**src/rtl/sa_skew_feeder.sv**
```systemverilog
// West-edge feeder for a ROW x COL systolic array: per-row skew pipes (row r delayed r+1 registers),
// valid/ready intake, global stall, and an end-of-tile drain that ends with a one-cycle done pulse.
module sa_skew_feeder #(
  parameter int unsigned ROW       = 9,
  parameter int unsigned COL       = 1,
  parameter int unsigned DW        = 8,
  parameter int unsigned ARRAY_LAT = ROW + COL - 1
) (
  input  logic                  in_clk,
  input  logic                  in_rst_n,
  input  logic [ROW*DW-1:0]     in_west,
  input  logic                  in_valid,
  input  logic                  in_last,
  input  logic                  in_stall,
  output logic                  o_ready,
  output logic [ROW*(DW+1)-1:0] out_west,
  output logic                  o_last_row_valid,
  output logic                  o_busy,
  output logic                  o_done
);

  localparam int unsigned LW = DW + 1;
  localparam int unsigned CW = $clog2(ROW + ARRAY_LAT + 1);
  localparam logic [CW-1:0] DRAIN_LOAD = CW'(ROW + ARRAY_LAT - 1);

  typedef enum logic [1:0] {IDLE, STREAM, DRAIN, DONE} state_e;

  state_e        state_q, state_d;
  logic [CW-1:0] cnt_q, cnt_d;
  logic          busy_q, done_q;
  logic          acc;

  always_comb o_ready = !in_stall && (state_q == IDLE || state_q == STREAM);
  assign acc = in_valid && o_ready;

  // Each row keeps its stages in one packed vector: stage 0 at the LSBs, oldest stage at the MSBs.
  for (genvar r = 0; r < ROW; r++) begin : g_row
    logic [LW-1:0]         lane_in;
    logic [(r+1)*LW-1:0]   stg_q, stg_d;

    assign lane_in = {acc, acc ? in_west[(ROW-r)*DW-1 -: DW] : {DW{1'b0}}};

    if (r == 0) begin : g_first
      assign stg_d = lane_in;
    end else begin : g_chain
      assign stg_d = {stg_q[r*LW-1:0], lane_in};
    end

    always_ff @(posedge in_clk or negedge in_rst_n) begin
      if (!in_rst_n) begin
        stg_q <= '0;
      end else if (!in_stall) begin
        stg_q <= stg_d;
      end
    end

    assign out_west[(ROW-r)*LW-1 -: LW] = stg_q[(r+1)*LW-1 -: LW];
  end

  assign o_last_row_valid = out_west[DW];

  always_comb begin
    state_d = state_q;
    cnt_d   = cnt_q;
    case (state_q)
      IDLE, STREAM: begin
        if (acc) begin
          if (in_last) begin
            state_d = DRAIN;
            cnt_d   = DRAIN_LOAD;
          end else begin
            state_d = STREAM;
          end
        end
      end
      DRAIN: begin
        if (!in_stall) begin
          if (cnt_q == '0) state_d = DONE;
          else             cnt_d   = cnt_q - CW'(1);
        end
      end
      DONE:    state_d = IDLE;
      default: state_d = IDLE;
    endcase
  end

  // busy/done are registered from the next state so they leave the block glitch-free.
  always_ff @(posedge in_clk or negedge in_rst_n) begin
    if (!in_rst_n) begin
      state_q <= IDLE;
      cnt_q   <= '0;
      busy_q  <= 1'b0;
      done_q  <= 1'b0;
    end else begin
      state_q <= state_d;
      cnt_q   <= cnt_d;
      busy_q  <= (state_d == STREAM) || (state_d == DRAIN);
      done_q  <= (state_d == DONE);
    end
  end

  assign o_busy = busy_q;
  assign o_done = done_q;

endmodule
```
**config.mk**
```make
export PLATFORM = sky130hd
export DESIGN_NAME = sa_skew_feeder
export DESIGN_NICKNAME = d
export VERILOG_FILES = /design/src/rtl/sa_skew_feeder.sv
export SDC_FILE = /design/constraint.sdc
export NUM_CORES = 1
export LEC_CHECK = 0
export CAP_MARGIN = 20
export CORE_AREA = 2 2 159 161
export DETAILED_ROUTE_END_ITERATION = 12
export DIE_AREA = 0 0 161 163
export PLACE_DENSITY = 0.81
export REMOVE_ABC_BUFFERS = 1
export SYNTH_ARGS = -nofsm -noshare
export SYNTH_HDL_FRONTEND = slang
export SYNTH_SLANG_ARGS = --single-unit
```
**constraint.sdc**
```tcl
create_clock -name in_clk -period 3.55 [get_ports in_clk]
set_input_delay 0.8875 -clock in_clk [delete_from_list [all_inputs] [get_ports in_clk]]
set_output_delay 0.8875 -clock in_clk [all_outputs]
set_load 0.02 [all_outputs]
```
==> results of run 1 <==
-- per-layer routing --
layer | routed length, um | global-route usage [%] | vias to the layer above
li1 | - | - | 3348
met1 | 9680 | 23.5 | 3626
met2 | 10400 | 27.0 | 155
met3 | 1640 | 6.21 | 32
met4 | 375 | 5.07 | 0
met5 | 0 | 0 | -
-- cell type report --
cell class / instances / area share [%]
well taps: 330 / 2.42
multi-input cells: 398 / 24.6
repair buffers: 172 / 10.4
flip-flops and latches: 378 / 55.5
clock inverters: 5 / 0.147
clock buffers: 60 / 6.91
inverters: 3 / 0.0661
-- power groups by stage --
stage	clock (uW)	combinational [uW]	sequential [uW]
after floorplan	0	978	6000
after global placement	0	2150	5780
after detailed placement	0	2230	5830
after CTS	3880	2240	5770
after global routing	4080	2370	5890
final	3770	2200	5760
-- cells in the mapped netlist --
| cell | instances | area, sq um |
|---|---|---|
| nand4bb_1 | 1 | 11.3 |
| buf_6 | 1 | 11.3 |
| or4b_4 | 1 | 13.8 |
| ha_1 | 2 | 25.0 |
| o221ai_1 | 1 | 8.76 |
| and3_1 | 1 | 6.26 |
| buf_1 | 5 | 18.8 |
| clkbuf_1 | 3 | 11.3 |
| nor2_1 | 1 | 3.75 |
| inv_1 | 3 | 11.3 |
| o2bb2ai_1 | 1 | 8.76 |
| o31ai_1 | 1 | 7.51 |
| a31o_1 | 1 | 8.76 |
| buf_2 | 40 | 200 |
| a21o_1 | 1 | 7.51 |
| dfrtp_1 | 378 | 9460 |
| a21oi_1 | 3 | 15.0 |
| or3_1 | 1 | 6.26 |
| a22oi_2 | 1 | 12.5 |
| nor3b_1 | 3 | 22.5 |
| mux2_2 | 296 | 3330 |
| clkbuf_8 | 1 | 13.8 |
| nand3b_1 | 1 | 7.51 |
| buf_4 | 73 | 548 |
| a22o_1 | 72 | 631 |
| nor3b_2 | 1 | 12.5 |
| nand2b_1 | 2 | 12.5 |
| o32ai_1 | 1 | 8.76 |
| nand2_1 | 5 | 18.8 |
| nor3_1 | 1 | 5.00 |
-- per-stage QoR --
| step | instance area [sq um] | hold WS [ps] | setup slack, ps | power [uW] | TNS (ps) |
|---|---|---|---|---|---|
| finish | 17000 | 382 | 865 | 11700 | 0 |
| global route | 17000 | 429 | 785 | 12300 | 0 |
| CTS | 17000 | 395 | 845 | 11900 | 0 |
| detailed placement | 15800 | 487 | 927 | 8060 | 0 |
| global placement | 15800 | 481 | 920 | 7930 | 0 |
| floorplan | 13700 | 467 | -340 | 6980 | -824 |
-- state kept, by name (all words and copies together) (netlist names) --
name / flops
cnt_q: 5
g_row.stg_q: 369
o_busy: 1
o_done: 1
state_q: 2
-- worst paths after layout --
check,slack [ps],end,depth (start not counted)
max,860,o_ready,2
min,380,g_row[6].stg_q[38],1
max reg2reg,1610,o_busy,5
min reg2reg,490,g_row[7].stg_q[34],1
max in group asynchronous,2270,g_row[1].stg_q[14],2
min in group in_clk,490,g_row[7].stg_q[34],1
-- cell families (layout without fill, tap and decap cells) --
logic type	after synthesis	in the layout	share of synthesized area (%)
muxes	296	296	23.1
buffers and inverters	126	240	5.63
AOI/OAI and AO/OA	82	82	4.90
and+or+nand+nor	18	18	0.831
DFF	378	378	65.4
adders and majority gates	2	2	0.173
==> results.md, run 1 <==
* Commonest non-fill, non-tap cell in the layout: dfrtp_1
* Placed cells at 1281
* Seq pwr share at 49.1%
* Initial antenna violation count at 0
* Placer Congestion at 0.703
* Initial DRT Pass Iterations at 4
* Syn Area/Cell at 16.0 sq um
* Row count at 58
* Layout cell share with drive strength beyond 1 at 36.0%
* Seq/Total Area, Yosys at 65.4%
* Crit path buffers/inverters at 1
* Crit Path Class: flip-flop to output pin
* Synthesized flop and latch total at 378
* Port Buffer Count at 161
* Crit Path Max Fanout at 7
* Hold WC Path Type: primary input to async pin
* Overall routing resource usage at 17.4%
* Area growth, synth to finish at 17.9%
* Max Buffers Root-to-Sink at 3
* Worst r2r src: cnt_q[0]
* Synthesized area at 14500 sq um
* CTS tree: built
* DR vias at 7161
* PD cells at 688 nW/um^2
* F_max at 372 MHz
* First-pass GRT wire length at 37100 um
* Skew final at 8.42 ps
* Clock transition at the registers of the reported paths at 60 ps
* Vias/cell at 5.32
* CP startpoint: state_q[1]
* Core Util, Final at 69.1%
* Combinational Power Share at 18.7%
* FF/Latch Area at 9460 sq um
* Sw power at 2920 uW
* Die area at 26200 sq um
* Mapped Cells at 902
* Multi-input gate area at 4190 sq um
* Most frequent cells in the layout: dfrtp_1, mux2_2, clkdlybuf4s50_1, a22o_1, clkbuf_16
* Routed len/inst at 16.4 um
* Clock root cell: clkbuf_16
* H-Tree Depth at 2
* Period Utilization, post-route at 75.6%
* Total grt overflow at 0
* Total Nets Final at 1070
* Distinct cells, synth at 30
* Drc violations at 0
* Die H at 163 um
* Total CTS buffers at 38
* Status: finished clean
* Arrival time at the worst endpoint at 1800 ps
* Final hold violations at 0
* Cell family with most CP delay: buffers and inverters
* Die X at 161 um
* Worst ir drop on vdd at 0.554 mV
* Clk Latency, worst-skew pair at 510 ps
* CP max stage delay at 670 ps
* Worst-margin pin slew at 1020 ps
* Hold_buf cts at 0
* Switching fraction of total power at 24.9%
* Initial DRC count at 367
* CTS sink count at 378
* Ant. Diodes at 0
* Post-CTS Resized at 0
* Final WL at 22100 um
* Final setup viols at 0
* Max_slew headroom at 32.0%
* Vias in the first global route at 7463
* # Post-CTS Setup Buffers at 0
* Largest net degree at the start of global routing at 213
* Post-detail-place hpwl at 13500 um
* Critical-path top delay cell: clkdlybuf4s50_1
* Final Max Tran Viols at 0
* Min cycle time layout at 2690 ps
* CP cell instances: nor2_1 -> clkdlybuf4s50_1
* Count of warnings emitted by yosys at 0
* Internal Pwr Total at 8800 uW
* Final cell count without fillers at 1346
* Max_cap viols at 0
* Core Area at 24700 sq um
* ANT nets after route at 0
* CP required at 2660 ps
* Starting density of the core at 58.6%
* Crit end category: output pin
* IO Count at 162
* RSZ-0062 raised after global routing: no
* Startpoint Class: flip-flop
* Leakage at 0.00820 uW
* Fillers at 1674
* Clock power frac at 32.1%
No activity file was read; power rests on OpenSTA's default activity.
==> run 2: changes to the inputs <==
Settings changed: CORE_AREA 2 2 159 161 to 2 2 164 166, DIE_AREA 0 0 161 163 to 0 0 166 168, PLACE_DENSITY 0.81 to 0.77.
Clock period 3.55 ns to 2.6 ns, I/O delays scaled along.
==> run 2 against run 1 <==
- sequential share of layout area shrank 0.69 points
- clock-buffer cell count grew 1
- cell count grew 1.7%
- sequential cell count is the same
- worst setup slack lost 720 ps
- via count grew 0.22%
- register-to-register slack lost 940 ps
- non-clock buffer count grew 9
- clock skew grew 6.3 ps
- final area grew 1.3%
- routed wire length grew 3.7%
- critical path type unchanged
- largest power group unchanged
==> results.md, run 2 (same netlist as run 1, synthesis figures left out) <==
* Status: finished clean
* R2r setup slk at 670 ps (-940 ps)
* Final setup viols at 0 (unchanged)
* Die X at 166 um (+3.1%)
* Hold WC Path Type: primary input to async pin
* Final hold violations at 0 (unchanged)
* Routed len/inst at 16.7 um (+2.0%)
* Initial DRC count at 323 (-12%)
* Initial DRT Pass Iterations at 4 (unchanged)
* F_max at 407 MHz
* Arrival time at the worst endpoint at 1810 ps (about the same)
* Vias in the first global route at 7506 (+0.58%)
* Most frequent cells in the layout: dfrtp_1, mux2_2, clkdlybuf4s50_1, a22o_1, clkbuf_16
* Min cycle time layout at 2460 ps
* Leakage at 0.00829 uW (+1.2%)
* Largest net degree at the start of global routing at 101 (-53%)
* DR vias at 7177 (+0.22%)
* RSZ-0062 raised after global routing: no
* Core Area at 26400 sq um (+6.8%)
* Crit Path Max Fanout at 7 (unchanged)
* Final Max Tran Viols at 0 (unchanged)
* Multi-input gate area at 4190 sq um (unchanged)
* Starting density of the core at 54.9% (-3.7 points)
* Worst ir drop on vdd at 0.835 mV (+51%)
* ANT nets after route at 0 (unchanged)
* Crit Path Class: flip-flop to output pin
* Post-detail-place hpwl at 14100 um (+4.7%)
* IO Count at 162 (unchanged)
* Skew final at 14.8 ps (+6.33 ps)
* Largest registers: g_row.stg_q: 369 flops, cnt_q: 5 flops, state_q: 2 flops
* CTS tree: built
* Final WL at 22900 um (+3.7%)
* Die H at 168 um (+3.1%)
* Worst-margin pin slew at 644 ps (-376 ps)
* Crit end category: output pin
* Overall routing resource usage at 16.9% (-0.53 points)
* Drc violations at 0 (unchanged)
* Die area at 27900 sq um (+6.3%)
* H-Tree Depth at 2 (unchanged)
* Clk Latency, worst-skew pair at 510 ps (about the same)
* Vias/cell at 5.24 (-1.5%)
* Core Util, Final at 65.5% (-3.6 points)
* First-pass GRT wire length at 38600 um (+4.2%)
* Total grt overflow at 0 (unchanged)
* Period Utilization, post-route at 94.5%
* Largest register FFs at 369 (unchanged)
* Max_cap viols at 0 (unchanged)
* Startpoint Class: flip-flop
* Area growth, synth to finish at 19.4%
* Min Hold Slack at 124 ps (-258 ps)
* CP required at 1950 ps (-710 ps)
* Max Buffers Root-to-Sink at 3 (unchanged)
* Placer Congestion at 0.714 (+1.5%)
* Hold_buf cts at 0 (unchanged)
* Max_slew headroom at 57.1% (+25 points)
* Commonest non-fill, non-tap cell in the layout: dfrtp_1
* # Post-CTS Setup Buffers at 0 (unchanged)
* Ant. Diodes at 0 (unchanged)
* Total Nets Final at 1080 (+0.93%)
* Row count at 60 (+3.4%)
* Post-CTS Resized at 0 (unchanged)
* Port Buffer Count at 161 (unchanged)
* CTS sink count at 378 (unchanged)
* Initial antenna violation count at 2 (+2)
* Layout cell share with drive strength beyond 1 at 37.0% (+0.94 points)
* Fillers at 1860 (+11%)
* TNS Setup at 0 ps (unchanged)
* Clock root cell: clkbuf_16
* FF/Latch Area at 9460 sq um (unchanged)
* Power Total at 16300 uW (+39%)
* PD cells at 945 nW/um^2 (+37%)
* Clock transition at the registers of the reported paths at 60 ps (about the same)
* Biggest register: g_row.stg_q
* Total CTS buffers at 39 (+2.6%)
run 2: cell types whose count changed in the layout (fill, tap and decap cells not counted):
cell,before,now
clkbuf_8,8,11
buf_12,5,10
clkbuf_1,11,9
bufinv_16,0,1
clkinvlp_4,0,1
buf_4,6,10
run 2: critical path, cell delays in order, from the launching register on:
cell and delay, ps:
dfrtp_1 460, nor2_1 200, clkdlybuf4s50_1 640
run 2: layout make-up:
class,count,share of cell area (%)
Clock buffer,61,7.02
Clock inverter,7,0.362
Inverter,3,0.0652
Multi-Input combinational cell,398,24.3
Sequential cell,378,54.8
Tap cell,341,2.47
Timing Repair Buffer,181,11.0
run 2: path summary, 6_finish.rpt:
kind                       cells after the start            endpoint          startpoint
min in group in_clk                            1  g_row[7].stg_q[49]  g_row[7].stg_q[40]
max                                            2             o_ready          state_q[1]
max in group asynchronous                      2   g_row[1].stg_q[5]            in_rst_n
min                                            1  g_row[7].stg_q[32]            in_rst_n
max reg2reg                                    5              o_busy            cnt_q[0]
min reg2reg                                    1  g_row[7].stg_q[49]  g_row[7].stg_q[40]
run 2: per-layer routing:
layer | global-route usage [%] | vias up | wire length [um]
met2 | 26.0 | 142 | 10500
li1 | - | 3357 | -
met3 | 5.36 | 38 | 1510
met4 | 4.05 | 4 | 388
met1 | 23.7 | 3636 | 10500
met5 | 0 | - | 24
run 2: where the power goes:
group | total, uW | switching (uW) | internal, uW
registers | 7860 | 677 | 7190
logic | 3050 | 1290 | 1760
clock network | 5410 | 2120 | 3290
run 2: metrics by stage:
stage,cell area (sq um),instances,setup slack [ps]
2_1_floorplan,13700,779,-1050
3_3_place_gp,16000,1301,328
3_5_place_dp,16000,1301,300
4_1_cts,17300,1369,112
5_1_grt,17300,1369,81.7
6_report,17300,1369,144
